--- config.mk ---
export PLATFORM = sky130hd
export DESIGN_NAME = uart_rx_block_assembler_flat
export DESIGN_NICKNAME = d
export VERILOG_FILES = /design/src/rtl/uart_rx_block_assembler_if.sv /design/src/rtl/uart_rx_block_assembler.sv /design/src/flat_wrapper.sv
export SDC_FILE = /design/constraint.sdc
export NUM_CORES = 1
export LEC_CHECK = 0
export CAP_MARGIN = 40
export CORE_ASPECT_RATIO = 0.75
export CORE_MARGIN = 10
export CORE_UTILIZATION = 46
export DETAILED_ROUTE_END_ITERATION = 12
export PLACE_DENSITY = 0.8
export SLEW_MARGIN = 10
export SYNTH_ARGS = -nofsm -noshare
export SYNTH_HDL_FRONTEND = slang
export SYNTH_SLANG_ARGS = --single-unit
--- constraint.sdc ---
create_clock -name clk -period 2.6 [get_ports clk]
set_input_delay 0.65 -clock clk [delete_from_list [all_inputs] [get_ports clk]]
set_output_delay 0.65 -clock clk [all_outputs]
set_load 0.02 [all_outputs]
--- src/rtl/uart_rx_block_assembler_if.sv ---
// uart_rx_block_assembler_if: byte-strobe input, block handshake output and status pulses.
interface uart_rx_block_assembler_if #(parameter int BLOCK_BYTES = 16);
  logic                               rx_done;
  logic [7:0]                         rx_data;
  logic [8*BLOCK_BYTES-1:0]           block_data;
  logic                               block_valid;
  logic                               block_ready;
  logic [$clog2(BLOCK_BYTES+1)-1:0]   byte_count;
  logic                               overrun;
  logic                               timeout;
  modport master (output rx_done, rx_data, block_ready,
                  input  block_data, block_valid, byte_count, overrun, timeout);
  modport slave  (input  rx_done, rx_data, block_ready,
                  output block_data, block_valid, byte_count, overrun, timeout);
endinterface

--- src/rtl/uart_rx_block_assembler.sv ---
// uart_rx_block_assembler: packs UART byte strobes into fixed-size blocks, with gap timeout and overrun reporting.
module uart_rx_block_assembler #(
  parameter int BLOCK_BYTES  = 16,
  parameter int TIMEOUT_CLKS = 50000,
  parameter int CNT_W        = 16
) (
  input  logic                      clk,
  input  logic                      rst_n,
  uart_rx_block_assembler_if.slave  bus
);
  localparam int CW = $clog2(BLOCK_BYTES + 1);
  localparam int IW = $clog2(BLOCK_BYTES);
  typedef enum logic {FILL, HOLD} state_e;
  state_e                   state_q, state_d;
  logic [CW-1:0]            cnt_q, cnt_d;
  logic [CNT_W-1:0]         tmr_q, tmr_d;
  logic [8*BLOCK_BYTES-1:0] data_q, data_d;
  logic                     valid_q, valid_d, ovr_q, ovr_d, to_q, to_d;
  logic                     xfer, wr;
  logic [IW-1:0]            pos;
  // A byte arriving with the handshake becomes slot 0 of the next block.
  always_comb begin
    xfer    = valid_q & bus.block_ready;
    wr      = bus.rx_done & (state_q == FILL | xfer);
    pos     = IW'(BLOCK_BYTES - 1) - (state_q == HOLD ? '0 : cnt_q[IW-1:0]);
    state_d = state_q;
    cnt_d   = cnt_q;
    tmr_d   = tmr_q;
    data_d  = data_q;
    valid_d = valid_q;
    ovr_d   = 1'b0;
    to_d    = 1'b0;
    if (wr) data_d[{pos, 3'b000} +: 8] = bus.rx_data;
    if (state_q == HOLD) begin
      ovr_d = bus.rx_done & ~xfer;
      if (xfer) begin
        state_d = FILL;
        valid_d = 1'b0;
        cnt_d   = wr ? CW'(1) : '0;
      end
    end else if (wr) begin
      cnt_d = cnt_q + CW'(1);
      tmr_d = '0;
      if (cnt_q == CW'(BLOCK_BYTES - 1)) begin
        state_d = HOLD;
        valid_d = 1'b1;
      end
    end else if (cnt_q != '0) begin
      if (tmr_q == CNT_W'(TIMEOUT_CLKS - 1)) begin
        cnt_d = '0;
        tmr_d = '0;
        to_d  = 1'b1;
      end else begin
        tmr_d = tmr_q + CNT_W'(1);
      end
    end
  end
  always_ff @(posedge clk or negedge rst_n) begin
    if (!rst_n) begin
      state_q <= FILL;
      cnt_q   <= '0;
      tmr_q   <= '0;
      data_q  <= '0;
      valid_q <= 1'b0;
      ovr_q   <= 1'b0;
      to_q    <= 1'b0;
    end else begin
      state_q <= state_d;
      cnt_q   <= cnt_d;
      tmr_q   <= tmr_d;
      data_q  <= data_d;
      valid_q <= valid_d;
      ovr_q   <= ovr_d;
      to_q    <= to_d;
    end
  end
  assign bus.block_data  = data_q;
  assign bus.block_valid = valid_q;
  assign bus.byte_count  = cnt_q;
  assign bus.overrun     = ovr_q;
  assign bus.timeout     = to_q;
endmodule

--- src/flat_wrapper.sv ---
// flat-port wrapper written by rule: the top's interface ports become plain ports
module uart_rx_block_assembler_flat 
#(
  parameter int BLOCK_BYTES  = 16,
  parameter int TIMEOUT_CLKS = 50000,
  parameter int CNT_W        = 16
)
  (clk, rst_n, bus_rx_done, bus_rx_data, bus_block_ready, bus_block_data, bus_block_valid, bus_byte_count, bus_overrun, bus_timeout);
  uart_rx_block_assembler_if #(.BLOCK_BYTES(BLOCK_BYTES)) bus_i ();
  input  logic clk;
  input  logic rst_n;
  input wire logic [$bits(bus_i.rx_done)-1:0] bus_rx_done;
  input wire logic [$bits(bus_i.rx_data)-1:0] bus_rx_data;
  input wire logic [$bits(bus_i.block_ready)-1:0] bus_block_ready;
  output wire logic [$bits(bus_i.block_data)-1:0] bus_block_data;
  output wire logic [$bits(bus_i.block_valid)-1:0] bus_block_valid;
  output wire logic [$bits(bus_i.byte_count)-1:0] bus_byte_count;
  output wire logic [$bits(bus_i.overrun)-1:0] bus_overrun;
  output wire logic [$bits(bus_i.timeout)-1:0] bus_timeout;
  assign bus_i.rx_done = bus_rx_done;
  assign bus_i.rx_data = bus_rx_data;
  assign bus_i.block_ready = bus_block_ready;
  assign bus_block_data = bus_i.block_data;
  assign bus_block_valid = bus_i.block_valid;
  assign bus_byte_count = bus_i.byte_count;
  assign bus_overrun = bus_i.overrun;
  assign bus_timeout = bus_i.timeout;
  uart_rx_block_assembler #(.BLOCK_BYTES(BLOCK_BYTES), .TIMEOUT_CLKS(TIMEOUT_CLKS), .CNT_W(CNT_W)) u_core (.clk(clk), .rst_n(rst_n), .bus(bus_i));
endmodule
[Word-level counts from Yosys, hierarchy flattened]
Cells that the tools add are included.
Word-level totals
  flip-flop bits (word level): 153
  input port bits: 12
  output and inout bits: 136
  logic and storage cells: 55
Cells by class
  add/sub/neg operators: 4
  eq/ne operators: 3
  shifts and indexed selects: 2
  muxes and demuxes: 24
  bitwise gates (word level): 6
  reductions and logical operators: 9
Operator list (count)
  128-bit bitwise mux: 1
  8-bit by 9-bit variable shift with 128-bit output (first input constant): 1
  8-bit by 9-bit indexed part select with 128-bit output: 1
  16-bit two-way mux: 3
  5-bit two-way mux: 5
  16-bit by 1-bit adder with 16-bit output (second input constant): 1
  16-bit equality test (second input constant): 1
  1-bit two-way mux: 14
  7-bit negation with 9-bit output: 1
  3-bit AND reduction: 2
  2-bit nonzero test: 3
  3-bit nonzero test: 2
  5-bit by 1-bit adder with 5-bit output (second input constant): 1
  5-bit by 4-bit equality test with 1-bit output (second input constant): 1
  5-bit nonzero test: 1
  4-bit two-way mux: 1
  4-bit subtractor (first input constant): 1
  1-bit bitwise AND: 3
  2-bit != test (second input constant): 1
  1-bit NOT: 2
  2-bit AND reduction: 1
  1-bit OR: 1

[Logic depth before layout (Yosys ltp)]
Gate-level depths: netlist of the first run.
  word-level depth: 6
  depth in mapped cells: 11
  depth with buffers taken out: 7

[Least setup slack after synthesis of the first run]
No wires, ideal clock.
  kind: reg2reg
  from: register u_core.state_q
  to: register u_core.data_q[16] (netlist: u_core.bus.block_data[16])
  arrival: 2691 ps
  setup slack: -216 ps
  stages on the path, launching flop included: 11
  path buffers: 3
  path through: dfrtp_1 buf_2 clkbuf_1 nand2b_1 inv_1 ha_1 clkbuf_1 nand4b_1 nand4_2 a211oi_2 mux2_2
On the way
  word-level cells in the longest chain between the ends: 5
Ends and longest elaborated chain
  start, declared: RTL line uart_rx_block_assembler.sv:14  | state_e state_q, state_d;
  start signal, assigned: RTL line uart_rx_block_assembler.sv:68  | state_q <= state_d;
  4-bit two-way mux: RTL line uart_rx_block_assembler.sv:25  | pos = IW'(BLOCK_BYTES - 1) - (state_q == HOLD ? '0 : cnt_q[IW-1:0]);
  4-bit subtractor: RTL line uart_rx_block_assembler.sv:25
  7-bit negation with 9-bit output: RTL line uart_rx_block_assembler.sv:33  | if (wr) data_d[{pos, 3'b000} +: 8] = bus.rx_data;
  8-bit by 9-bit indexed part select with 128-bit output or 8-bit by 9-bit variable shift with 128-bit output (tied branches): RTL line uart_rx_block_assembler.sv:33
  128-bit bitwise mux: RTL line uart_rx_block_assembler.sv:33
  end signal, assigned: RTL line uart_rx_block_assembler.sv:71  | data_q <= data_d;
  end, declared: RTL line uart_rx_block_assembler.sv:17  | logic [8*BLOCK_BYTES-1:0] data_q, data_d;
Several ways; a longest one is shown, not always the timed one.
A chain may end at the register's enable or synchronous reset.

[Worst setup path after layout of the first run]
  from: register u_core.state_q
  to: register u_core.data_q[118] (netlist: u_core.bus.block_data[118])
The elaborated chain is that of the path after synthesis.

==> results of run 1 <==
## path summary, 6_finish.rpt
path                                                  startpoint  cells past startpoint                                     end  slack, ns
max                                     u_core.state_q$_DFF_PN0_                      8  u_core.bus.block_data[118]$_DFFE_PN0P_       0.16
min                                                        rst_n                      1    u_core.bus.block_data[0]$_DFFE_PN0P_       0.23
max reg2reg                             u_core.state_q$_DFF_PN0_                      8  u_core.bus.block_data[118]$_DFFE_PN0P_       0.16
min reg2reg                u_core.bus.block_data[86]$_DFFE_PN0P_                      1   u_core.bus.block_data[86]$_DFFE_PN0P_       0.51
max in group asynchronous                                  rst_n                      2             u_core.tmr_q[6]$_DFFE_PN0P_       1.68
min in group clk           u_core.bus.block_data[86]$_DFFE_PN0P_                      1   u_core.bus.block_data[86]$_DFFE_PN0P_       0.51
## cell usage after synthesis (4+ instances only)
cell	instances	area (sq um)
dfrtp_1	153	3829
mux2_2	110	1239
clkbuf_1	28	105.1
and3_1	19	118.9
nand2_1	19	71.32
nand3_1	18	90.09
a22o_1	16	140.1
a31oi_1	12	75.07
inv_1	10	37.54
a21oi_1	9	45.04
and2_1	9	56.30
ha_1	7	87.58
o21ai_0	7	35.03
and4_1	6	52.55
nand4_1	6	37.54
nor2_1	6	22.52
o211ai_1	6	45.04
o21ai_1	6	30.03
nor3_1	5	25.02
nor4_1	5	31.28
a211oi_2	4	50.05
nand2b_1	4	25.02
## cell type report
class	count	area, sq um	share of cell area
sequential	153	3829	0.4082
multi-input combinational	323	2810	0.2996
timing repair buffer	180	1858	0.1981
clock buffer	21	470.5	0.05016
tap	200	250.2	0.02668
clock inverter	10	120.1	0.01281
inverter	11	41.29	0.004402
## flip-flops by register name, indices dropped and copies added, names as in the netlist
register / count
u_core.bus.block_data: 128
u_core.bus.timeout: 1
u_core.state_q: 1
u_core.bus.byte_count: 5
u_core.tmr_q: 16
u_core.bus.block_valid: 1
u_core.bus.overrun: 1
## power groups by stage
stage,Clock (mW),Sequential (mW),Combinational [mW]
2_1_floorplan,0,4.74,1.83
3_3_place_gp,0,3.79,5.25
3_5_place_dp,0,3.83,5.38
4_1_cts,2.48,3.81,5.41
5_1_grt,2.58,3.91,5.72
6_report,2.44,3.81,5.35
## critical path, stage by stage (launching register included)
cell and delay (ns):
dfrtp_1 0.46, nand2b_1 0.21, inv_1 0.09, ha_2 0.26, inv_1 0.12, nor4_2 0.37
o2111a_1 0.32, buf_12 0.15, mux2_2 0.33
## logic make-up after synthesis
group                    after synthesis  synth area share
AO/OA/AOI/OAI                         87            0.1002
XOR/XNOR                               3          0.003904
adder cells (fa/ha/maj)                7           0.01301
buffers and inverters                 43           0.02453
flip-flops                           153            0.5688
multiplexers                         112            0.1874
AND/OR/NAND/NOR                      114            0.1022
## layer usage
metal / vias up / GRT usage / wire length, um
li1: 2260 / - / -
met1: 2588 / 0.2492 / 8551
met2: 218 / 0.2890 / 8632
met3: 30 / 0.05779 / 1364
met4: 0 / 0.07069 / 366
met5: - / 0 / 0
## metrics by stage
stage	worst slack [ns]	TNS (ns)	power, mW
after floorplan	0.01748	0	6.563
after global routing	0.03761	0	12.21
after detailed placement	-0.05723	-0.9034	9.209
after CTS	0.09476	0	11.69
final	0.1648	0	11.60
after global placement	-0.02187	-0.1284	9.040
## what timing repair did
| action | 4_1_cts | 5_1_grt |
|---|---|---|
| gates resized for setup | 0 | 1 |
| setup endpoints to repair | 0 | 68 |
| setup buffers | 0 | 0 |
| hold buffers | 0 | 0 |
==> results.md, run 1 <==
- Initial Utilization: 0.4673
- RSZ-0062 raised after global routing: no
- Seq/Total Area, Yosys: 0.5688
- CTS tree: yes
- Pwr dens: ~1200 nW/um^2
- Highest-count cells in the layout ignoring fill and taps: dfrtp_1, clkdlybuf4s50_1, mux2_2, buf_4
- Num rows: 38
- Share of layout cells above drive strength 1: 0.2794
- Global-route wire length before repair: 30.61 mm
- Max-cap violations: 0
- Int Pwr: 7.303 mW
- Worst-path clk slew: 0.06 ns
- Top FF cell, synth: dfrtp_1
- Fin crit period: ~2.4 ns
- Status: complete, no violations
- Avg Cell Area, Syn: approximately 13 sq um
- Syn Nets: ~540
- Net Sw Frac: 0.3707
- WL final: 18.91 mm
- # setup viols final: 0
- CTS Buffer Depth: 2
- Placed cell areas: between 8000 and 9000 sq um
- Worst setup EP type: flip-flop
- Crit start category: flip-flop
- Sink Count: ~150
- Total net switching power: 4.302 mW
- Clk_lat worst skew: between 0.4 and 0.5 ns
- Fin. max-slew vios: 0
- Htree depth: 4
- Final ANT Viol Nets: 0
- CP Class: flip-flop to flip-flop
- CP arrival: 2.74 ns
- DR vias/cell: 5.675
- # placed instances: 867
- Die area: 19920 sq um
- Syn Inst Count: 519
- Worst Path Required: 2.90 ns
- Die Ht: 124.8 um
- Residual DRC count: 0
- Fmax: between 400 and 500 MHz
- Gate power share: 0.461
- Worst min-delay path class: input pin to async pin
- Fin crit share: 0.9366
- Avg WL per Cell: 21.06 um
- Hold Fails Final Rpt: 0
- DPL Wire Length: between 10 and 15 mm
- Most common cell after layout, fill and taps aside: dfrtp_1
- Mapped Area: 6731 sq um
- GP Congestion: 0.8782
- CORE AREA: 14410 sq um
- Peak supply drop: 0.7078 mV
- Clk_skew: roughly 0.0080 ns
- Async set-reset flop share out of synthesis: 1.000
- Vias in the first global route: ~5300
- Register bit total from synthesis: 153
- Unique masters post-synth: between 50 and 60
- YS warnings: 0
- Fin util: 0.6510
- Die width: between 150 and 200 um
- Worst Path Max Fanout: 9
- Total track usage: 0.1897
- Worst Tran Pin Value: between 0.9 and 1 ns
- Leakage Power: 4.121 nW
- Max_slew headroom: 0.3791
- Area grow syn2layout: 39.33%
- Hold_ws: 0.2307 ns
- Global route overflow: 0
- Total I/O pin count: 148
- Largest net degree at the start of global routing: 66
- Cell area after layout: around 9400 sq um
- Initial antenna violation count: 0
- Clock power share: 0.211
- Sequential power share: 0.328
- Filler cells: 1068
- Post-Layout Cell Count: 898
- N_diodes: 0
- EDFF count, synth: 0
- CTS Buf Count: 17
- Port buffer count: 147
- 1st-iter DRT viols: about 340
- Clk root buf: clkbuf_16
- DRT Pass-1 Iters: 5
- Via count: 5096
- Nets: 705
Note: power is estimated with default switching activity, not from simulation.
==> run 2, diff against run 1 <==
--- a/config.mk
+++ b/config.mk
@@ -10,7 +10,7 @@
 export CORE_MARGIN = 10
 export CORE_UTILIZATION = 46
 export DETAILED_ROUTE_END_ITERATION = 12
-export PLACE_DENSITY = 0.8
+export PLACE_DENSITY = 0.77
 export SLEW_MARGIN = 10
 export SYNTH_ARGS = -nofsm -noshare
 export SYNTH_HDL_FRONTEND = slang
==> run 2 against run 1 <==
Die area unchanged; register-to-register slack better by 0.03 ns; flip-flop and latch count stayed put; critical endpoint is now u_core.bus.block_data[91]$_DFFE_PN0P_; largest power group unchanged.
==> results.md, run 2 (synthesis results as in run 1) <==
- 1st-iter DRT viols: just under 300
- # setup viols final: 0
- Worst Path Max Fanout: 16
- CTS Buffer Depth: 2
- Fin crit period: around 2.4 ns
- Avg WL per Cell: 21.76 um
- N_diodes: 0
- Max-cap violations: 0
- Via count: 5111
- CTS Hold Bufs: 0
- Global-route wire length before repair: 31.56 mm
- # placed instances: between 800 and 900
- Share of layout cells above drive strength 1: 0.2908
- Most common cell after layout, fill and taps aside: dfrtp_1
- Vias in the first global route: 5330
- Highest-count cells in the layout ignoring fill and taps: dfrtp_1, clkdlybuf4s50_1, mux2_2, buf_4
- Critical path's largest stage delay: 0.65 ns
- Die width: 159.7 um
- Num rows: 38
- Port buffer count: 147
- DRT Pass-1 Iters: 5
- Hold_ws: approximately 0.1 ns
- Die Ht: 124.8 um
- Largest net degree at the start of global routing: 75
- Cell area after layout: around 9400 sq um
- CTS Buf Count: 17
- Nets: 712
- Setup slack after layout: 0.1904 ns
- Die area: 19920 sq um
- GP Congestion: 0.9224
- Fin util: 0.6559
- Clk_lat worst skew: 0.42 ns
- DR vias/cell: around 5.6
- Area grow syn2layout: 40.37%
- Htree depth: 4
- WL final: 19.70 mm
- Multi-input gate area: 2823 sq um
- Global route overflow: 0
- Clk_skew: 0.01063 ns
- Pre-CTS WS: -0.03251 ns
- Initial antenna violation count: 0
- Final ANT Viol Nets: 0
- Total I/O pin count: about 150
- Fmax: 415.0 MHz
- Fin crit share: 0.9268
- Max_slew headroom: 0.4434
- Sink Count: roughly 150
- Hold Fails Final Rpt: 0
- Worst-path clk slew: 0.07 ns
- Worst Path Required: 2.94 ns
- Post-Layout Cell Count: 905
- FF/Latch Area: 3830 sq um
- Clk root buf: clkbuf_16
- Max reg flops: about 130
- CP arrival: 2.75 ns
- Residual DRC count: 0
- RSZ-0062 raised after global routing: no
- Crit start category: flip-flop
- Placed cell areas: 8796 sq um
- Leakage Power: about 4.1 nW
- Power Total: between 10 and 15 mW
- Setup TNS: 0 ns
- Worst min-delay path class: input pin to async pin
- Pwr dens: approximately 1200 nW/um^2
- DPL Wire Length: 13.93 mm
- Filler cells: 1096
- Critical path, cell by cell: nand2b_1 -> inv_1 -> ha_2 -> buf_4 -> nor2_1 -> and3_1 -> a22o_1
- CP Class: flip-flop to flip-flop
- CORE AREA: ~14000 sq um
- Largest delay share family, worst path: simple AND/OR/NAND/NOR gates
- Worst setup EP type: flip-flop
- CTS tree: yes
- Status: complete, no violations
- Crit path buf inv count: 2
- Total track usage: 0.1963
- Initial Utilization: 0.4673
- Worst Tran Pin Value: 0.8318 ns
- Crit path max-delay cell type: nor2_1
- Peak supply drop: 0.7879 mV
- Fin. max-slew vios: 0
-- run 2: cell types whose count changed in the layout (fill, tap and decap cells not counted), sizes merged --
cell      previous run  this run
clkinv               7         2
inv                 10        14
bufinv               2         3
clkinvlp             2         5
buf                 34        41
clkbuf              21        18
-- run 2: path summary, 6_finish.rpt --
kind,startpoint,endpoint,slack (ns),cells past startpoint
worst max-delay path,u_core.state_q$_DFF_PN0_,u_core.bus.block_data[91]$_DFFE_PN0P_,0.19,7
worst min-delay path,rst_n,u_core.tmr_q[9]$_DFFE_PN0P_,0.1,1
worst max register to register,u_core.state_q$_DFF_PN0_,u_core.bus.block_data[91]$_DFFE_PN0P_,0.19,7
worst min register to register,u_core.bus.block_data[21]$_DFFE_PN0P_,u_core.bus.block_data[21]$_DFFE_PN0P_,0.51,1
max in group asynchronous,rst_n,u_core.bus.block_data[53]$_DFFE_PN0P_,1.81,2
min in group clk,u_core.bus.block_data[21]$_DFFE_PN0P_,u_core.bus.block_data[21]$_DFFE_PN0P_,0.51,1
-- run 2: what timing repair did --
| action | 4_1_cts | 5_1_grt |
|---|---|---|
| endpoints found under the setup margin | 0 | 88 |
| setup buffers | 0 | 4 |
| endpoints found under the hold margin | 0 | 0 |
| resized for setup | 0 | 4 |
-- run 2: layout make-up --
cell class | count | area share
tap | 200 | 0.02648
multi-input combinational | 323 | 0.2987
clock buffer | 18 | 0.04648
sequential | 153 | 0.4053
clock inverter | 13 | 0.01774
inverter | 11 | 0.004370
timing repair buffer | 187 | 0.2009
-- run 2: routing by layer --
metal  vias up  GRT usage  share of wire
met5         -          0              0
met4         0    0.04078         0.0064
met3         7    0.06638          0.084
met2       202     0.2937           0.45
met1      2624     0.2700           0.46
li1       2278          -              -
-- run 2: power by group --
group / internal (mW) / switching, mW / total (mW)
Clock: 1.54 / 1.01 / 2.55
Combinational: 2.61 / 2.81 / 5.42
Sequential: 3.24 / 0.579 / 3.81
